--- config.mk ---
export PLATFORM = sky130hd
export DESIGN_NAME = nmr_scan_sched
export DESIGN_NICKNAME = d
export VERILOG_FILES = /design/src/rtl/nmr_sched_pkg.sv /design/src/rtl/nmr_dly_cnt.sv /design/src/rtl/nmr_scan_sched.sv
export SDC_FILE = /design/constraint.sdc
export NUM_CORES = 1
export LEC_CHECK = 0
export ABC_AREA = 1
export BUFFER_PORTS_ARGS = -buffer_cell sky130_fd_sc_hd__buf_2
export CAP_MARGIN = 15
export CORE_MARGIN = 5
export CORE_UTILIZATION = 54
export DETAILED_ROUTE_END_ITERATION = 8
export GPL_ROUTABILITY_DRIVEN = 0
export HOLD_SLACK_MARGIN = 0.1
export PLACE_DENSITY = 0.84
export SLEW_MARGIN = 30
export SYNTH_ARGS = -nofsm -noshare
export SYNTH_HDL_FRONTEND = slang
export SYNTH_SLANG_ARGS = --single-unit
--- constraint.sdc ---
create_clock -name clk_i -period 6.4 [get_ports clk_i]
set_clock_uncertainty 0.2 [all_clocks]
set_input_delay 1.6 -clock clk_i [delete_from_list [all_inputs] [get_ports clk_i]]
set_output_delay 1.6 -clock clk_i [all_outputs]
set_load 0.05 [all_outputs]
--- src/rtl/nmr_sched_pkg.sv ---
// nmr_sched_pkg: shared state type and default widths for the NMR scan scheduler
package nmr_sched_pkg;
  typedef enum logic [2:0] {IDLE, START, WAIT_DONE, TR_WAIT, DRAIN} sched_state_t;
  localparam int SCAN_WIDTH_DEF = 16;
  localparam int TR_WIDTH_DEF = 32;
  localparam int TO_WIDTH_DEF = 32;
endpackage

--- src/rtl/nmr_dly_cnt.sv ---
// nmr_dly_cnt: loadable down-counter that saturates at zero and flags it
module nmr_dly_cnt #(
  parameter int W = 32
) (
  input  logic         clk_i,
  input  logic         rst_i,
  input  logic         load_i,
  input  logic [W-1:0] val_i,
  output logic         zero_o
);
  logic [W-1:0] cnt_q;
  assign zero_o = cnt_q == '0;
  always_ff @(posedge clk_i or posedge rst_i) begin
    if (rst_i) cnt_q <= '0;
    else if (load_i) cnt_q <= val_i;
    else if (!zero_o) cnt_q <= cnt_q - 1'b1;
  end
endmodule

--- src/rtl/nmr_scan_sched.sv ---
// nmr_scan_sched: sequences repeated pulse-sequencer scans with TR delay, abort and watchdog
module nmr_scan_sched
  import nmr_sched_pkg::*;
#(
  parameter int SCAN_WIDTH = SCAN_WIDTH_DEF,
  parameter int TR_WIDTH = TR_WIDTH_DEF,
  parameter int TO_WIDTH = TO_WIDTH_DEF
) (
  input  logic                  clk_i,
  input  logic                  rst_i,
  input  logic                  run_i,
  input  logic                  abort_i,
  input  logic [SCAN_WIDTH-1:0] num_scans_i,
  input  logic [TR_WIDTH-1:0]   tr_dly_i,
  input  logic [TO_WIDTH-1:0]   timeout_i,
  output logic                  seq_start_o,
  input  logic                  seq_done_i,
  output logic [SCAN_WIDTH-1:0] scan_idx_o,
  output logic                  busy_o,
  output logic                  done_o,
  output logic                  err_timeout_o,
  output logic                  aborted_o
);
  sched_state_t state_q, state_d;
  logic [SCAN_WIDTH-1:0] num_q, idx_q, idx_d, idx_inc;
  logic [TR_WIDTH-1:0] tr_q, tr_val;
  logic [TO_WIDTH-1:0] to_q, wd_val;
  logic err_q, err_d, abt_q, abt_d, done_q, done_d, sd_prev_q;
  logic tr_load, wd_load, tr_zero, wd_zero, sd_rise, wd_exp;
  assign idx_inc = idx_q + 1'b1;
  assign tr_val = tr_q - 1'b1;
  assign wd_val = to_q - 1'b1;
  // a DONE level held across cycles is counted only on its rising edge
  assign sd_rise = seq_done_i && !sd_prev_q;
  assign wd_exp = (to_q != '0) && wd_zero;
  assign seq_start_o = state_q == START;
  assign busy_o = state_q != IDLE;
  assign scan_idx_o = idx_q;
  assign done_o = done_q;
  assign err_timeout_o = err_q;
  assign aborted_o = abt_q;
  nmr_dly_cnt #(.W(TR_WIDTH)) u_tr_cnt (
    .clk_i  (clk_i),
    .rst_i  (rst_i),
    .load_i (tr_load),
    .val_i  (tr_val),
    .zero_o (tr_zero)
  );
  nmr_dly_cnt #(.W(TO_WIDTH)) u_wd_cnt (
    .clk_i  (clk_i),
    .rst_i  (rst_i),
    .load_i (wd_load),
    .val_i  (wd_val),
    .zero_o (wd_zero)
  );
  always_comb begin
    state_d = state_q;
    idx_d = idx_q;
    err_d = err_q;
    abt_d = abt_q;
    done_d = 1'b0;
    tr_load = 1'b0;
    wd_load = 1'b0;
    unique case (state_q)
      IDLE: if (run_i) begin
        idx_d = '0;
        err_d = 1'b0;
        abt_d = 1'b0;
        done_d = num_scans_i == '0;
        state_d = num_scans_i == '0 ? IDLE : START;
      end
      START: begin
        wd_load = 1'b1;
        state_d = abort_i ? DRAIN : WAIT_DONE;
      end
      WAIT_DONE: if (sd_rise) begin
        idx_d = idx_inc;
        abt_d = abort_i;
        done_d = (idx_inc == num_q) || abort_i;
        tr_load = !done_d && tr_q != '0;
        state_d = done_d ? IDLE : (tr_q == '0 ? START : TR_WAIT);
      end else if (wd_exp) begin
        err_d = 1'b1;
        abt_d = abort_i;
        done_d = 1'b1;
        state_d = IDLE;
      end else if (abort_i) state_d = DRAIN;
      TR_WAIT: if (abort_i) begin
        abt_d = 1'b1;
        done_d = 1'b1;
        state_d = IDLE;
      end else if (tr_zero) state_d = START;
      DRAIN: if (sd_rise || wd_exp) begin
        abt_d = 1'b1;
        err_d = !sd_rise;
        done_d = 1'b1;
        state_d = IDLE;
      end
      default: state_d = IDLE;
    endcase
  end
  always_ff @(posedge clk_i or posedge rst_i) begin
    if (rst_i) begin
      state_q <= IDLE;
      num_q <= '0;
      tr_q <= '0;
      to_q <= '0;
      idx_q <= '0;
      err_q <= 1'b0;
      abt_q <= 1'b0;
      done_q <= 1'b0;
      sd_prev_q <= 1'b0;
    end else begin
      state_q <= state_d;
      idx_q <= idx_d;
      err_q <= err_d;
      abt_q <= abt_d;
      done_q <= done_d;
      sd_prev_q <= seq_done_i;
      if (state_q == IDLE && run_i) begin
        num_q <= num_scans_i;
        tr_q <= tr_dly_i;
        to_q <= timeout_i;
      end
    end
  end
endmodule

==> flow_results.xml <==
<?xml version="1.0" encoding="UTF-8"?>
<metrics>
  <group name="pwr">
    <metric name="reported_leakage_power" unit="nW">5.38</metric>
    <metric name="power.net_switching" unit="mW">2.11</metric>
    <metric name="p_per_area" unit="nW/um^2">454</metric>
    <metric name="power.internal" unit="mW">2.89</metric>
    <metric name="clock_power_share" unit="">0.235</metric>
    <metric name="power.share.sequential" unit="">0.355</metric>
    <metric name="power.share.combinational" unit="">0.410</metric>
    <metric name="sw_frac_of_total" unit="">0.422</metric>
    <metric name="vdd.ir_drop.worst" unit="V">0.000246</metric>
  </group>
  <group name="synth">
    <metric name="synthMuxAreaShare" unit="">0.00219</metric>
    <metric name="syn-mean-instance-area" unit="um^2">7.10</metric>
    <metric name="netlist_cell_types" unit="">46</metric>
    <metric name="postSynthRegisterBits" unit="">167</metric>
    <metric name="postSynthCellCount" unit="">1369</metric>
    <metric name="synth_sequential_area_ratio" unit="">0.430</metric>
    <metric name="synth-warning-count" unit="">0</metric>
    <metric name="synth_simple_gate_area_share" unit="">0.338</metric>
    <metric name="synth_xor_xnor_area_share" unit="">0.00811</metric>
    <metric name="yosys_most_used_dff" unit="">sky130_fd_sc_hd__dfrtp_1</metric>
    <metric name="arithmetic_cell_share_of_the_synthesized_area_counting_full_adders_half_adders_and_majority_gates" unit="">0.00386</metric>
    <metric name="synth_compound_gate_area_share" unit="">0.115</metric>
    <metric name="synth_top_family_by_area" unit="">simple AND/OR/NAND/NOR gates</metric>
    <metric name="ys_async_sr_fraction" unit="">1.00</metric>
    <metric name="synth_enable_flop_cells" unit="">0</metric>
    <metric name="post_synth_instance_area" unit="um^2">9720</metric>
    <metric name="synth_nets" unit="">1457</metric>
  </group>
  <group name="global_routing">
    <metric name="grt.total_usage" unit="">0.252</metric>
    <metric name="number_of_global_route_vias_before_repair" unit="">9013</metric>
    <metric name="antenna_found_initial" unit="">1</metric>
    <metric name="grt_max_degree" unit="">128</metric>
    <metric name="grt-ovfl-total" unit="">0</metric>
    <metric name="grt_first_pass_wirelength" unit="mm">42.3</metric>
  </group>
  <group name="cells_and_area">
    <metric name="antennaDiodeCount" unit="">0</metric>
    <metric name="flow.area_growth_from_synthesis" unit="%">13.5</metric>
    <metric name="drive_above_1_share" unit="">0.137</metric>
    <metric name="stdcell_area" unit="um^2">11000</metric>
    <metric name="layoutNonFillerInstCount" unit="">1696</metric>
    <metric name="fin_nets" unit="">1542</metric>
  </group>
  <group name="die">
    <metric name="placementRows" unit="">49</metric>
    <metric name="boundaryPins" unit="">106</metric>
    <metric name="chipWidth" unit="um">144</metric>
    <metric name="initial_utilization" unit="">0.545</metric>
    <metric name="die_ht" unit="um">144</metric>
    <metric name="die_area" unit="um^2">20800</metric>
    <metric name="fp.coreArea" unit="um^2">17800</metric>
  </group>
  <group name="timing">
    <metric name="max_freq" unit="GHz">0.230</metric>
    <metric name="hold_viol" unit="">0</metric>
    <metric name="timing.setup.tns" unit="ns">0</metric>
    <metric name="rsz0062_at_grt" unit="">false</metric>
    <metric name="final.period_utilization" unit="">0.679</metric>
    <metric name="slew_violations" unit="">0</metric>
    <metric name="finalCriticalPeriod" unit="ns">4.34</metric>
    <metric name="worst_pin_slew" unit="ns">0.780</metric>
    <metric name="finish_stage_setup_viols" unit="">0</metric>
    <metric name="slew-limit-headroom" unit="">0.478</metric>
    <metric name="final.setup.worst_slack" unit="ns">2.06</metric>
  </group>
  <group name="clock_network">
    <metric name="post_cts.repair.setup_buffers" unit="">0</metric>
    <metric name="path_clk_slew" unit="ns">0.07</metric>
    <metric name="cts_htree_levels" unit="">4</metric>
    <metric name="clock_tree.root_cell" unit="">sky130_fd_sc_hd__clkbuf_16</metric>
    <metric name="max_buffers_root_to_sink" unit="">2</metric>
    <metric name="clock_latency" unit="ns">0.44</metric>
    <metric name="count_of_hold_buffers_inserted_by_post_cts_repair" unit="">0</metric>
    <metric name="tritoncts" unit="">built</metric>
    <metric name="cts.sink_count" unit="">167</metric>
    <metric name="post_cts_resized" unit="">0</metric>
    <metric name="tritoncts.num_buffers" unit="">17</metric>
  </group>
  <group name="detailed_routing">
    <metric name="final_antenna_net_count" unit="">0</metric>
    <metric name="route.detailed.wl_per_inst" unit="um">15.1</metric>
    <metric name="drc_markers" unit="">0</metric>
    <metric name="drt-vias-per-instance" unit="">5.56</metric>
    <metric name="vias" unit="">9433</metric>
    <metric name="wl" unit="mm">25.6</metric>
    <metric name="firstDrtPassIters" unit="">7</metric>
    <metric name="dr.first_iter.drc_count" unit="">1011</metric>
  </group>
  <group name="placement">
    <metric name="place_ws" unit="ns">1.67</metric>
    <metric name="buffer_ports.inserted" unit="">105</metric>
    <metric name="cell_count_after_placement" unit="">1664</metric>
    <metric name="place_hpwl" unit="mm">18.2</metric>
    <metric name="placement.cell_area" unit="um^2">10400</metric>
  </group>
  <group name="flow_run">
    <metric name="max_cap_violations" unit="">0</metric>
  </group>
  <group name="critical_path">
    <metric name="worst_ep_required_time" unit="ns">6.56</metric>
    <metric name="cp_max_fo" unit="">37</metric>
    <metric name="timing.critical_path.from_type" unit="">input port</metric>
    <metric name="crit_type" unit="">in -&gt; reg</metric>
    <metric name="worst_setup_path_end_kind" unit="">flip-flop</metric>
    <metric name="cp_data_arrival_time" unit="ns">4.51</metric>
  </group>
  <group name="hold_path">
    <metric name="timing.hold.worst.class" unit="">reg -&gt; reg</metric>
  </group>
  <group name="run_status">
    <metric name="status" unit="">finished clean</metric>
  </group>
</metrics>
[routing by layer]
layer	routed length, um	track usage
met4	606	0.0835
met5	13	0
met3	1960	0.0506
met2	12000	0.409
met1	11000	0.340
[per-stage QoR]
| stage | power, mW | hold slack [ns] | utilization |
|---|---|---|---|
| floorplan | 3.29 | 0.255 | - |
| detailed placement | 3.79 | 0.292 | 0.581 |
| CTS | 4.98 | 0.308 | 0.618 |
| global route | 5.39 | 0.323 | 0.619 |
| global placement | 3.70 | 0.273 | 0.581 |
| finish | 5.01 | 0.306 | 0.619 |
[kinds of logic after synthesis]
kind of cell	after synthesis
compound gates	209
flops	167
fa+ha+maj	3
simple gates	728
xor+xnor	9
buf+inv	251
mux	2
[power by group through the flow]
stage	clock (mW)	combinational (mW)	sequential, mW
finish	1.18	2.05	1.78
global route	1.23	2.34	1.82
CTS	1.19	2.03	1.77
detailed placement	0	2.01	1.78
global placement	0	1.93	1.77
floorplan	0	1.56	1.73
[state kept, by name, indices dropped and copies added (netlist names)]
register,count
u_tr_cnt.cnt_q,32
tr_q,32
to_q,32
u_wd_cnt.cnt_q,32
done_o,1
aborted_o,1
scan_idx_o,16
err_timeout_o,1
sd_prev_q,1
state_q,3
num_q,16
[Yosys cell counts (7+ instances only)]
library cell,count,area share
sky130_fd_sc_hd__a21oi_1,53,0.027
sky130_fd_sc_hd__o22ai_1,9,0.0058
sky130_fd_sc_hd__buf_2,7,0.0036
sky130_fd_sc_hd__o21ai_1,11,0.0057
sky130_fd_sc_hd__o21ai_0,115,0.059
sky130_fd_sc_hd__nor2_2,14,0.0090
sky130_fd_sc_hd__nor2_1,106,0.041
sky130_fd_sc_hd__nor2_4,8,0.0093
sky130_fd_sc_hd__nand3b_1,7,0.0054
sky130_fd_sc_hd__xor2_1,7,0.0063
sky130_fd_sc_hd__dfrtp_1,167,0.43
sky130_fd_sc_hd__clkbuf_1,26,0.010
sky130_fd_sc_hd__nand2_1,407,0.16
sky130_fd_sc_hd__nand4_1,58,0.037
sky130_fd_sc_hd__inv_1,201,0.078
sky130_fd_sc_hd__nand3_1,64,0.033
sky130_fd_sc_hd__nor4_1,30,0.019
sky130_fd_sc_hd__nand2_2,13,0.0084
[path summary, 6_finish.rpt]
kind | startpoint | endpoint | slack [ns] | cells past startpoint
max in group asynchronous | rst_i | tr_q[19] | 3.81 | 3
hold / removal | num_q[5] | num_q[5] | 0.31 | 2
setup / recovery | seq_done_i | u_tr_cnt.cnt_q[14] | 2.06 | 16
setup reg to reg | scan_idx_o[0] | u_tr_cnt.cnt_q[14] | 2.19 | 20
min in group asynchronous | rst_i | to_q[24] | 1.11 | 2
hold reg to reg | num_q[5] | num_q[5] | 0.31 | 2
[cell type report]
class / count / area (um^2)
clock buffers: 19 / 443
repair buffers: 110 / 567
well taps: 229 / 287
multi-input cells: 951 / 4560
fillers: 1564 / 6800
clock inverters: 13 / 225
flip-flops and latches: 167 / 4180
inverters: 207 / 782
[worst max-delay path, stage by stage]
cell and delay, ns:
sky130_fd_sc_hd__buf_2 0.11, sky130_fd_sc_hd__inv_1 0.04, sky130_fd_sc_hd__nor2_1 0.10, sky130_fd_sc_hd__inv_1 0.09, sky130_fd_sc_hd__nor2_2 0.11, sky130_fd_sc_hd__buf_4 0.37
sky130_fd_sc_hd__nand4_4 0.51, sky130_fd_sc_hd__o21ai_1 0.48, sky130_fd_sc_hd__inv_1 0.09, sky130_fd_sc_hd__ha_1 0.19, sky130_fd_sc_hd__inv_1 0.12, sky130_fd_sc_hd__nor2_2 0.10
sky130_fd_sc_hd__nand2_1 0.14, sky130_fd_sc_hd__nor2_1 0.10, sky130_fd_sc_hd__or2_1 0.21, sky130_fd_sc_hd__a21oi_1 0.12
[cell usage in the layout, fill, tap and decap left out, types with 11 or more instances in the layout]
cell type / synthesis / layout
sky130_fd_sc_hd__inv_1: 201 / 200
sky130_fd_sc_hd__buf_2: 7 / 105
sky130_fd_sc_hd__clkbuf_16: 0 / 17
sky130_fd_sc_hd__nand2_2: 13 / 13
sky130_fd_sc_hd__o21ai_1: 11 / 11
sky130_fd_sc_hd__nor2_1: 106 / 105
sky130_fd_sc_hd__nand3_1: 64 / 64
sky130_fd_sc_hd__nor2_2: 14 / 14
sky130_fd_sc_hd__nand4_1: 58 / 58
sky130_fd_sc_hd__nor4_1: 30 / 30
sky130_fd_sc_hd__dfrtp_1: 167 / 167
sky130_fd_sc_hd__o21ai_0: 115 / 115
sky130_fd_sc_hd__nand2_1: 407 / 407
sky130_fd_sc_hd__a21oi_1: 53 / 53
(Power assumes the default switching activity.)
